===== config.mk =====
export PLATFORM = sky130hd
export DESIGN_NAME = cpu_run_ctl_flat
export DESIGN_NICKNAME = d
export VERILOG_FILES = /design/src/rtl/cpu_run_ctl_if.sv /design/src/rtl/cpu_run_ctl.sv /design/src/flat_wrapper.sv
export SDC_FILE = /design/constraint.sdc
export NUM_CORES = 1
export LEC_CHECK = 0
export CORE_ASPECT_RATIO = 0.7
export CORE_MARGIN = 2
export CORE_UTILIZATION = 48
export CTS_CLUSTER_DIAMETER = 30
export DETAILED_ROUTE_END_ITERATION = 16
export PLACE_DENSITY = 0.85
export SLEW_MARGIN = 20
export SYNTH_ARGS = -nofsm -noshare
export SYNTH_HDL_FRONTEND = slang
export SYNTH_SLANG_ARGS = --single-unit

===== constraint.sdc =====
create_clock -name clk -period 1.8 [get_ports clk]
set_input_delay 0.36 -clock clk [delete_from_list [all_inputs] [get_ports clk]]
set_output_delay 0.36 -clock clk [all_outputs]
set_load 0.02 [all_outputs]

===== src/rtl/cpu_run_ctl_if.sv =====
// Control strobes between board support logic and the CPU run controller.
// The controller takes the slave modport; the support side or a bench takes master.
interface cpu_run_ctl_if;
    logic       boot;
    logic       halt;
    logic       step;
    logic       interrupt;
    logic       int_taken;
    logic       cpu_reset;
    logic       boot_load;
    logic       run;
    logic       int_pend;
    logic       int_ack;
    logic [2:0] state;

    modport master (
        output boot, halt, step, interrupt, int_taken,
        input  cpu_reset, boot_load, run, int_pend, int_ack, state
    );

    modport slave (
        input  boot, halt, step, interrupt, int_taken,
        output cpu_reset, boot_load, run, int_pend, int_ack, state
    );
endinterface


===== src/rtl/cpu_run_ctl.sv =====
// CPU run controller: sequences reset hold, boot vector load, run/halt/single-step
// and an interrupt request/acknowledge handshake toward the CPU core.
module cpu_run_ctl #(
    parameter int unsigned RESET_CYCLES = 16,
    parameter int unsigned BOOT_CYCLES  = 4
) (
    input  logic          clk,
    input  logic          reset_n,
    cpu_run_ctl_if.slave  bus
);

    localparam int unsigned CNT_W = 8;
    localparam logic [CNT_W-1:0] RST_LAST  = CNT_W'(RESET_CYCLES - 1);
    localparam logic [CNT_W-1:0] BOOT_LAST = CNT_W'(BOOT_CYCLES - 1);

    typedef enum logic [2:0] {
        RST_HOLD = 3'd0,
        IDLE     = 3'd1,
        BOOT     = 3'd2,
        RUN      = 3'd3,
        HALTED   = 3'd4,
        STEP     = 3'd5
    } state_t;

    state_t           state_q;
    state_t           state_n;
    logic [CNT_W-1:0] cnt_q;
    logic [CNT_W-1:0] cnt_n;
    logic [CNT_W-1:0] cnt_inc;
    logic             boot_q;
    logic             boot_rise;
    logic             restart;
    logic             accept;
    logic             pend_q;
    logic             pend_n;
    logic             ack_q;
    logic             ack_n;
    logic             armed_q;
    logic             armed_n;
    logic             cpu_reset_q;
    logic             boot_load_q;
    logic             run_q;

    assign boot_rise = bus.boot & ~boot_q;
    // Saturating increment so a misconfigured length can never wrap.
    assign cnt_inc   = (cnt_q == '1) ? cnt_q : cnt_q + CNT_W'(1);

    // Next-state, counter and interrupt handshake decode.
    always_comb begin
        state_n = state_q;
        cnt_n   = cnt_q;
        restart = 1'b0;
        accept  = 1'b0;
        pend_n  = pend_q;
        ack_n   = 1'b0;
        armed_n = armed_q;

        case (state_q)
            RST_HOLD: begin
                if (cnt_q == RST_LAST) begin
                    state_n = IDLE;
                    cnt_n   = '0;
                end else begin
                    cnt_n = cnt_inc;
                end
            end
            IDLE: begin
                if (boot_rise) begin
                    state_n = BOOT;
                    cnt_n   = '0;
                end
            end
            BOOT: begin
                if (cnt_q == BOOT_LAST) begin
                    state_n = bus.halt ? HALTED : RUN;
                    cnt_n   = '0;
                end else begin
                    cnt_n = cnt_inc;
                end
            end
            RUN: begin
                if (bus.halt) begin
                    state_n = HALTED;
                end
            end
            HALTED: begin
                // Holding halt blocks a step; a step is taken on the cycle halt drops.
                if (!bus.halt) begin
                    state_n = bus.step ? STEP : RUN;
                end
            end
            STEP: begin
                state_n = HALTED;
            end
            default: begin
                state_n = RST_HOLD;
                cnt_n   = '0;
            end
        endcase

        restart = boot_rise && (state_q != RST_HOLD) && (state_q != IDLE);
        if (restart) begin
            state_n = RST_HOLD;
            cnt_n   = '0;
        end

        accept = pend_q && bus.int_taken && !restart;
        if (restart) begin
            pend_n = 1'b0;
        end else if (accept) begin
            pend_n = 1'b0;
            ack_n  = 1'b1;
        end else if (!pend_q && armed_q && bus.interrupt &&
                     ((state_q == RUN) || (state_q == STEP))) begin
            pend_n = 1'b1;
        end

        // A level held past its acknowledge must drop before it can request again.
        if (!bus.interrupt) begin
            armed_n = 1'b1;
        end else if (accept) begin
            armed_n = 1'b0;
        end
    end

    // State, counter and registered outputs.
    always_ff @(posedge clk or negedge reset_n) begin
        if (!reset_n) begin
            state_q     <= RST_HOLD;
            cnt_q       <= '0;
            boot_q      <= 1'b0;
            pend_q      <= 1'b0;
            ack_q       <= 1'b0;
            armed_q     <= 1'b1;
            cpu_reset_q <= 1'b1;
            boot_load_q <= 1'b0;
            run_q       <= 1'b0;
        end else begin
            state_q     <= state_n;
            cnt_q       <= cnt_n;
            boot_q      <= bus.boot;
            pend_q      <= pend_n;
            ack_q       <= ack_n;
            armed_q     <= armed_n;
            cpu_reset_q <= (state_n == RST_HOLD);
            boot_load_q <= (state_n == BOOT);
            run_q       <= (state_n == RUN) || (state_n == STEP);
        end
    end

    assign bus.cpu_reset = cpu_reset_q;
    assign bus.boot_load = boot_load_q;
    assign bus.run       = run_q;
    assign bus.int_pend  = pend_q;
    assign bus.int_ack   = ack_q;
    assign bus.state     = 3'(state_q);

endmodule

===== src/flat_wrapper.sv =====
// flat-port wrapper written by rule: the top's interface ports become plain ports
module cpu_run_ctl_flat 
#(
    parameter int unsigned RESET_CYCLES = 16,
    parameter int unsigned BOOT_CYCLES  = 4
)
  (clk, reset_n, bus_boot, bus_halt, bus_step, bus_interrupt, bus_int_taken, bus_cpu_reset, bus_boot_load, bus_run, bus_int_pend, bus_int_ack, bus_state);
  cpu_run_ctl_if bus_i ();
  input  logic clk;
  input  logic reset_n;
  input wire logic [$bits(bus_i.boot)-1:0] bus_boot;
  input wire logic [$bits(bus_i.halt)-1:0] bus_halt;
  input wire logic [$bits(bus_i.step)-1:0] bus_step;
  input wire logic [$bits(bus_i.interrupt)-1:0] bus_interrupt;
  input wire logic [$bits(bus_i.int_taken)-1:0] bus_int_taken;
  output wire logic [$bits(bus_i.cpu_reset)-1:0] bus_cpu_reset;
  output wire logic [$bits(bus_i.boot_load)-1:0] bus_boot_load;
  output wire logic [$bits(bus_i.run)-1:0] bus_run;
  output wire logic [$bits(bus_i.int_pend)-1:0] bus_int_pend;
  output wire logic [$bits(bus_i.int_ack)-1:0] bus_int_ack;
  output wire logic [$bits(bus_i.state)-1:0] bus_state;
  assign bus_i.boot = bus_boot;
  assign bus_i.halt = bus_halt;
  assign bus_i.step = bus_step;
  assign bus_i.interrupt = bus_interrupt;
  assign bus_i.int_taken = bus_int_taken;
  assign bus_cpu_reset = bus_i.cpu_reset;
  assign bus_boot_load = bus_i.boot_load;
  assign bus_run = bus_i.run;
  assign bus_int_pend = bus_i.int_pend;
  assign bus_int_ack = bus_i.int_ack;
  assign bus_state = bus_i.state;
  cpu_run_ctl #(.RESET_CYCLES(RESET_CYCLES), .BOOT_CYCLES(BOOT_CYCLES)) u_core (.clk(clk), .reset_n(reset_n), .bus(bus_i));
endmodule

==> results.toml, run 1 <==
[power]
ir_drop_v = 0.000748
total_power_uw = 1810
leakage_uw = 0.000633
power.density_mw_per_mm2 = 1230

[final_layout]
fillerInstances = 170
instances_no_fill = 176
area_growth_syn_to_layout_pct = 30.8
num-nets-final = 153
multiInputGateArea_um2 = 656
diodes = 0
final_layout_size_suffix_gt1_share_pct = 27.8
seq_area_um2 = 457

[grt]
grt_antenna_before_repair = 0
grtUsageTotal_pct = 21.8
grt.overflow.total = 0
grt_pass1_vias = 961
grt_pass1_wl_mm = 4.38
grt_max_degree = 12

[detailed_routing]
num_vias = 1077
ant_nets = 0
drt_iter0_drc = 58
met1_length_mm = 1.21
drc = 0
wl_met2_mm = 1.21
dr.pass1.iters = 4
route.met3.wl_um = 236
highest_layer = "met4"
via_per_inst = 6.12
post_drt_wl_per_cell_um = 15.5
routed_wl_mm = 2.74

[yosys]
ys_seq_area_share_pct = 40.0
syn-instance-count = 116
syn_avg_cell_area_um2 = 9.75
synth.most_common_cell = "dfrtp_1"
synth-edff-count = 0
yosysTopAreaCell = "dfrtp_1"
synthTopCellsByArea = "dfrtp_1 (35%), dfstp_2 (4.6%), a22oi_1 (3.3%)"
synth_nets = 124
synth-main-ff-cell = "dfrtp_1"
syn_area_mm2 = 0.00113
netlist.area_leader.share_pct = 35.4
synth.distinct_cells = 45
ys_ff_latch = 18
async_flop_share_pct = 100
ys_warn_count = 0

[outcome]
status = "finished, final reports clean"

[clock_network]
cts_root_buffer = "clkbuf_4"
cts_tree = "done"
clock_latency_ps = 300
clk_pin_slew_ps = 110
clkSinkCount = 18
cts_made_buffers = 3
clock_path_buffers = 2
cts_setup_buffers = 0
cts-htree-levels = 1

[setup_path]
crit_required_ps = 1440
worstPathCellList = "clkdlybuf4s50_1"
path_max_fanout = 8
crit_family = "buffers and inverters"
cp-start-kind = "register"
crit_arrival_ps = 1360
r2r_slack_ps = 80
cp_slowest_cell = "clkdlybuf4s50_1"
worst_setup_path_end_kind = "output port"
cp.buffers_inverters = 1
slowest_delay_ps = 620
critPathKind = "reg2out"

[floorplan]
boundaryPins = 15
dieArea_mm2 = 0.00277
coreArea_mm2 = 0.00219
fp.dieH_um = 44.6
start_util_pct = 51.7
die-width_um = 62.0
rows = 14

[placed_design]
dp.cells = 172
place.detailed.hpwl_mm = 2.01
gp_congestion = 0.877
port_buffers = 14
dp_slack_ps = -244

[sta]
whs_ps = 349
hold_viol = 0
period_share_pct = 95.6
tightest_slew_ps = 442
drv_slew = 0
setup_viol = 0
finClkSkew_ps = 1.87
tns_ps = 0
final.setup.worst_slack_ps = 78.6
fmax_mhz = 581
period_needed_ps = 1720
maxSlewHeadroom_pct = 70.3

[hold_path]
hold_class = "in2async"

[flow_run]
cap_violations = 0
==> repair_timing <==
action | in CTS | in global routing
resized for setup | 2 | 12
endpoints found under the setup margin | 2 | 10
hold buffers | 0 | 0
endpoints found under the hold margin | 0 | 0
==> power breakdown <==
group          leakage [uW]  internal [uW]  switching (uW)  total, uW
clock             0.0000210            124             137        260
combinational      0.000383            452             414        867
sequential         0.000229            515             170        686
==> final timing paths <==
path                                        end                 from  cells after the start
hold / removal                  u_core.cnt_q[0]              reset_n                      2
max in group asynchronous  u_core.bus.cpu_reset              reset_n                      2
min in group clk                 u_core.armed_q       u_core.armed_q                      2
hold reg to reg                  u_core.armed_q       u_core.armed_q                      2
setup / recovery                   bus_state[2]  u_core.bus.state[2]                      1
setup reg to reg                u_core.cnt_q[5]      u_core.cnt_q[0]                      5
==> per-stage QoR <==
| stage | instance area, um2 | utilization (%) |
|---|---|---|
| floorplan | 1130 | - |
| global placement | 1390 | 63.5 |
| detailed placement | 1390 | 63.5 |
| CTS | 1430 | 65.2 |
| global route | 1480 | 67.5 |
| finish | 1480 | 67.5 |
==> worst register-to-register path, cell delays in order (launching register included) <==
cell     delay, ps
dfrtp_1        430
ha_4           200
and3_4         180
and3_4         200
or4_1          480
a22oi_2        150
==> kinds of logic after synthesis <==
logic type	count (synthesis)	synth area share [%]
and+or+nand+nor	48	28.4
adders and majority gates	2	1.99
buffers and inverters	12	5.86
DFF	18	40.0
AOI/OAI and AO/OA	36	23.7
==> final cells by class <==
cell class / instances / area share, %
Clock buffer: 4 / 2.45
Inverter: 5 / 1.27
Multi-Input combinational cell: 86 / 44.3
Sequential cell: 18 / 30.9
Tap cell: 32 / 2.71
Timing Repair Buffer: 31 / 18.4
==> flip-flops by register name, indices dropped and copies added, names as in the netlist <==
name                  flops
u_core.cnt_q              8
u_core.bus.state          3
u_core.armed_q            1
u_core.boot_q             1
u_core.bus.boot_load      1
u_core.bus.cpu_reset      1
u_core.bus.int_ack        1
u_core.bus.int_pend       1
u_core.bus.run            1
==> routing by layer <==
| layer | vias to the layer above | track usage [%] |
|---|---|---|
| li1 | 516 | - |
| met1 | 496 | 30.2 |
| met2 | 57 | 30.4 |
| met3 | 8 | 7.31 |
| met4 | 0 | 10.2 |
| met5 | - | 0 |
==> cell usage in the layout, fill, tap and decap left out, types with 4 or more instances in the layout <==
cell type         n
nand4_1           4
inv_1             5
o31ai_1           5
a21oi_1           4
nand3_1           5
clkdlybuf4s50_1  11
dfrtp_1          13
a22oi_1           4
nor2_1            4
buf_4            17
Note: power is estimated with default switching activity, not from simulation.
==> inputs of run 2 (changes only) <==
CORE_UTILIZATION = 41   (was 48)
HOLD_SLACK_MARGIN = 0.02   (was default)
PLACE_DENSITY = 0.76   (was 0.85)
SLEW_MARGIN = 10   (was 20)
==> results.toml, run 2 (same netlist as run 1, synthesis figures left out) <==
[placed_design]
place.detailed.hpwl_mm = 2.12
dp.cells = 176
gp_congestion = 0.922
port_buffers = 14

[floorplan]
boundaryPins = 15
start_util_pct = 44.6
fp.dieH_um = 47.9
rows = 15
die-width_um = 66.8
dieArea_mm2 = 0.00320
coreArea_mm2 = 0.00253

[setup_path]
r2r_slack_ps = 50
reg2reg_depth = 5
path_max_fanout = 5
critPathKind = "in2reg"
reg2reg_from = "u_core.cnt_q[1]"
crit_arrival_ps = 1980
crit_required_ps = 1970
r2r_end = "u_core.bus.cpu_reset"
worst_setup_path_end_kind = "register"
cp-start-kind = "input pin"

[flow_run]
cap_violations = 0

[clock_network]
clock_latency_ps = 260
cts_made_buffers = 3
clkSinkCount = 18
clk_pin_slew_ps = 70
cts_tree = "done"
clock_path_buffers = 2
cts-htree-levels = 1
cts_root_buffer = "clkbuf_8"
cts_hold_buffers = 0

[sta]
fmax_mhz = 552
period_needed_ps = 1810
finClkSkew_ps = 2.34
tightest_slew_ps = 461
drv_slew = 0
hold_viol = 0
setup_viol = 1
tns_ps = -12.0
final.setup.worst_slack_ps = -12.0
maxSlewHeadroom_pct = 69.0
period_share_pct = 101

[power]
ir_drop_v = 0.000652
power.density_mw_per_mm2 = 1270
leakage_uw = 0.000646

[detailed_routing]
drc = 0
drt_iter0_drc = 58
post_drt_wl_per_cell_um = 16.2
ant_nets = 0
dr.pass1.iters = 4
num_vias = 1077
via_per_inst = 5.95
routed_wl_mm = 2.94

[hold_path]
hold_class = "in2async"

[grt]
grt_antenna_before_repair = 0
grtUsageTotal_pct = 20.1
grt_max_degree = 19
grt_pass1_wl_mm = 4.68
grt_pass1_vias = 969
grt.overflow.total = 0

[final_layout]
area_growth_syn_to_layout_pct = 34.7
num-nets-final = 156
instances_no_fill = 181
layout_commonest_cell = "buf_4"
largest_register_ffs = 8
top_register = "u_core.cnt_q"
final_layout_size_suffix_gt1_share_pct = 28.6
final_cell_mix = "buf_4 (20), clkdlybuf4s50_1 (13), dfrtp_1 (13)"
diodes = 0

[outcome]
violations = "negative setup slack"
status = "finished, violations left"
==> run 2: changes by cell type in the layout (fill, tap and decap cells not counted), moves of 2 or more <==
cell             before  now
clkdlybuf4s50_1      11   13
clkbuf_4              3    0
buf_4                17   20
clkbuf_8              1    4
==> run 2: metal layers <==
layer | track usage (%) | part of all wire, %
met4 | 9.39 | 1.5
met3 | 4.71 | 4.8
met2 | 30.4 | 45
met1 | 27.7 | 49
met5 | 0 | 0
==> run 2: worst max-delay path by stage <==
stage / start / to / slack (ps) / cells past startpoint
3_3_place_gp: bus_boot / u_core.bus.boot_load / -210 / 5
5_1_grt: bus_halt / u_core.bus.cpu_reset / -30 / 5
6_report: bus_halt / u_core.bus.cpu_reset / -10 / 5
4_1_cts: u_core.bus.state[1] / bus_state[1] / 10 / 1
2_1_floorplan: u_core.cnt_q[0] / u_core.cnt_q[5] / 20 / 6
3_5_place_dp: bus_halt / u_core.bus.cpu_reset / -280 / 5
==> run 2: report_power, final <==
| group | total, uW | switching [uW] | internal (uW) |
|---|---|---|---|
| clock | 332 | 137 | 195 |
| sequential | 706 | 188 | 518 |
| combinational | 898 | 420 | 478 |
| total | 1940 | 746 | 1190 |
==> run 2: area by class of cell <==
type	instances	area [um2]
sequential	18	457
inverter	5	18.8
tap	34	42.5
multi-input combinational	86	658
timing repair buffer	34	293
fill	218	1010
clock buffer	4	55.1
==> run 2: worst max-delay path, stage by stage <==
cell and delay (ps):
clkdlybuf4s50_1 570, nor3b_4 250, nand3_1 110, a311o_2 440, o31ai_2 250
==> run 2: repair_timing <==
action,4_1_cts,5_1_grt
gates resized for setup,5,7
buffers inserted,0,1
pin swaps,0,0
endpoints found under the setup margin,4,9
==> run 2: through the flow <==
step	utilization [%]	cell area, um2	total power, uW	hold WS (ps)	setup slack, ps
2_1_floorplan	-	1130	1160	64.4	21.0
3_3_place_gp	55.6	1410	1450	507	-208
3_5_place_dp	55.6	1410	1490	512	-279
4_1_cts	58.5	1480	1860	436	10.3
5_1_grt	60.1	1520	2060	469	-25.0
6_report	60.1	1520	1940	441	-12.0
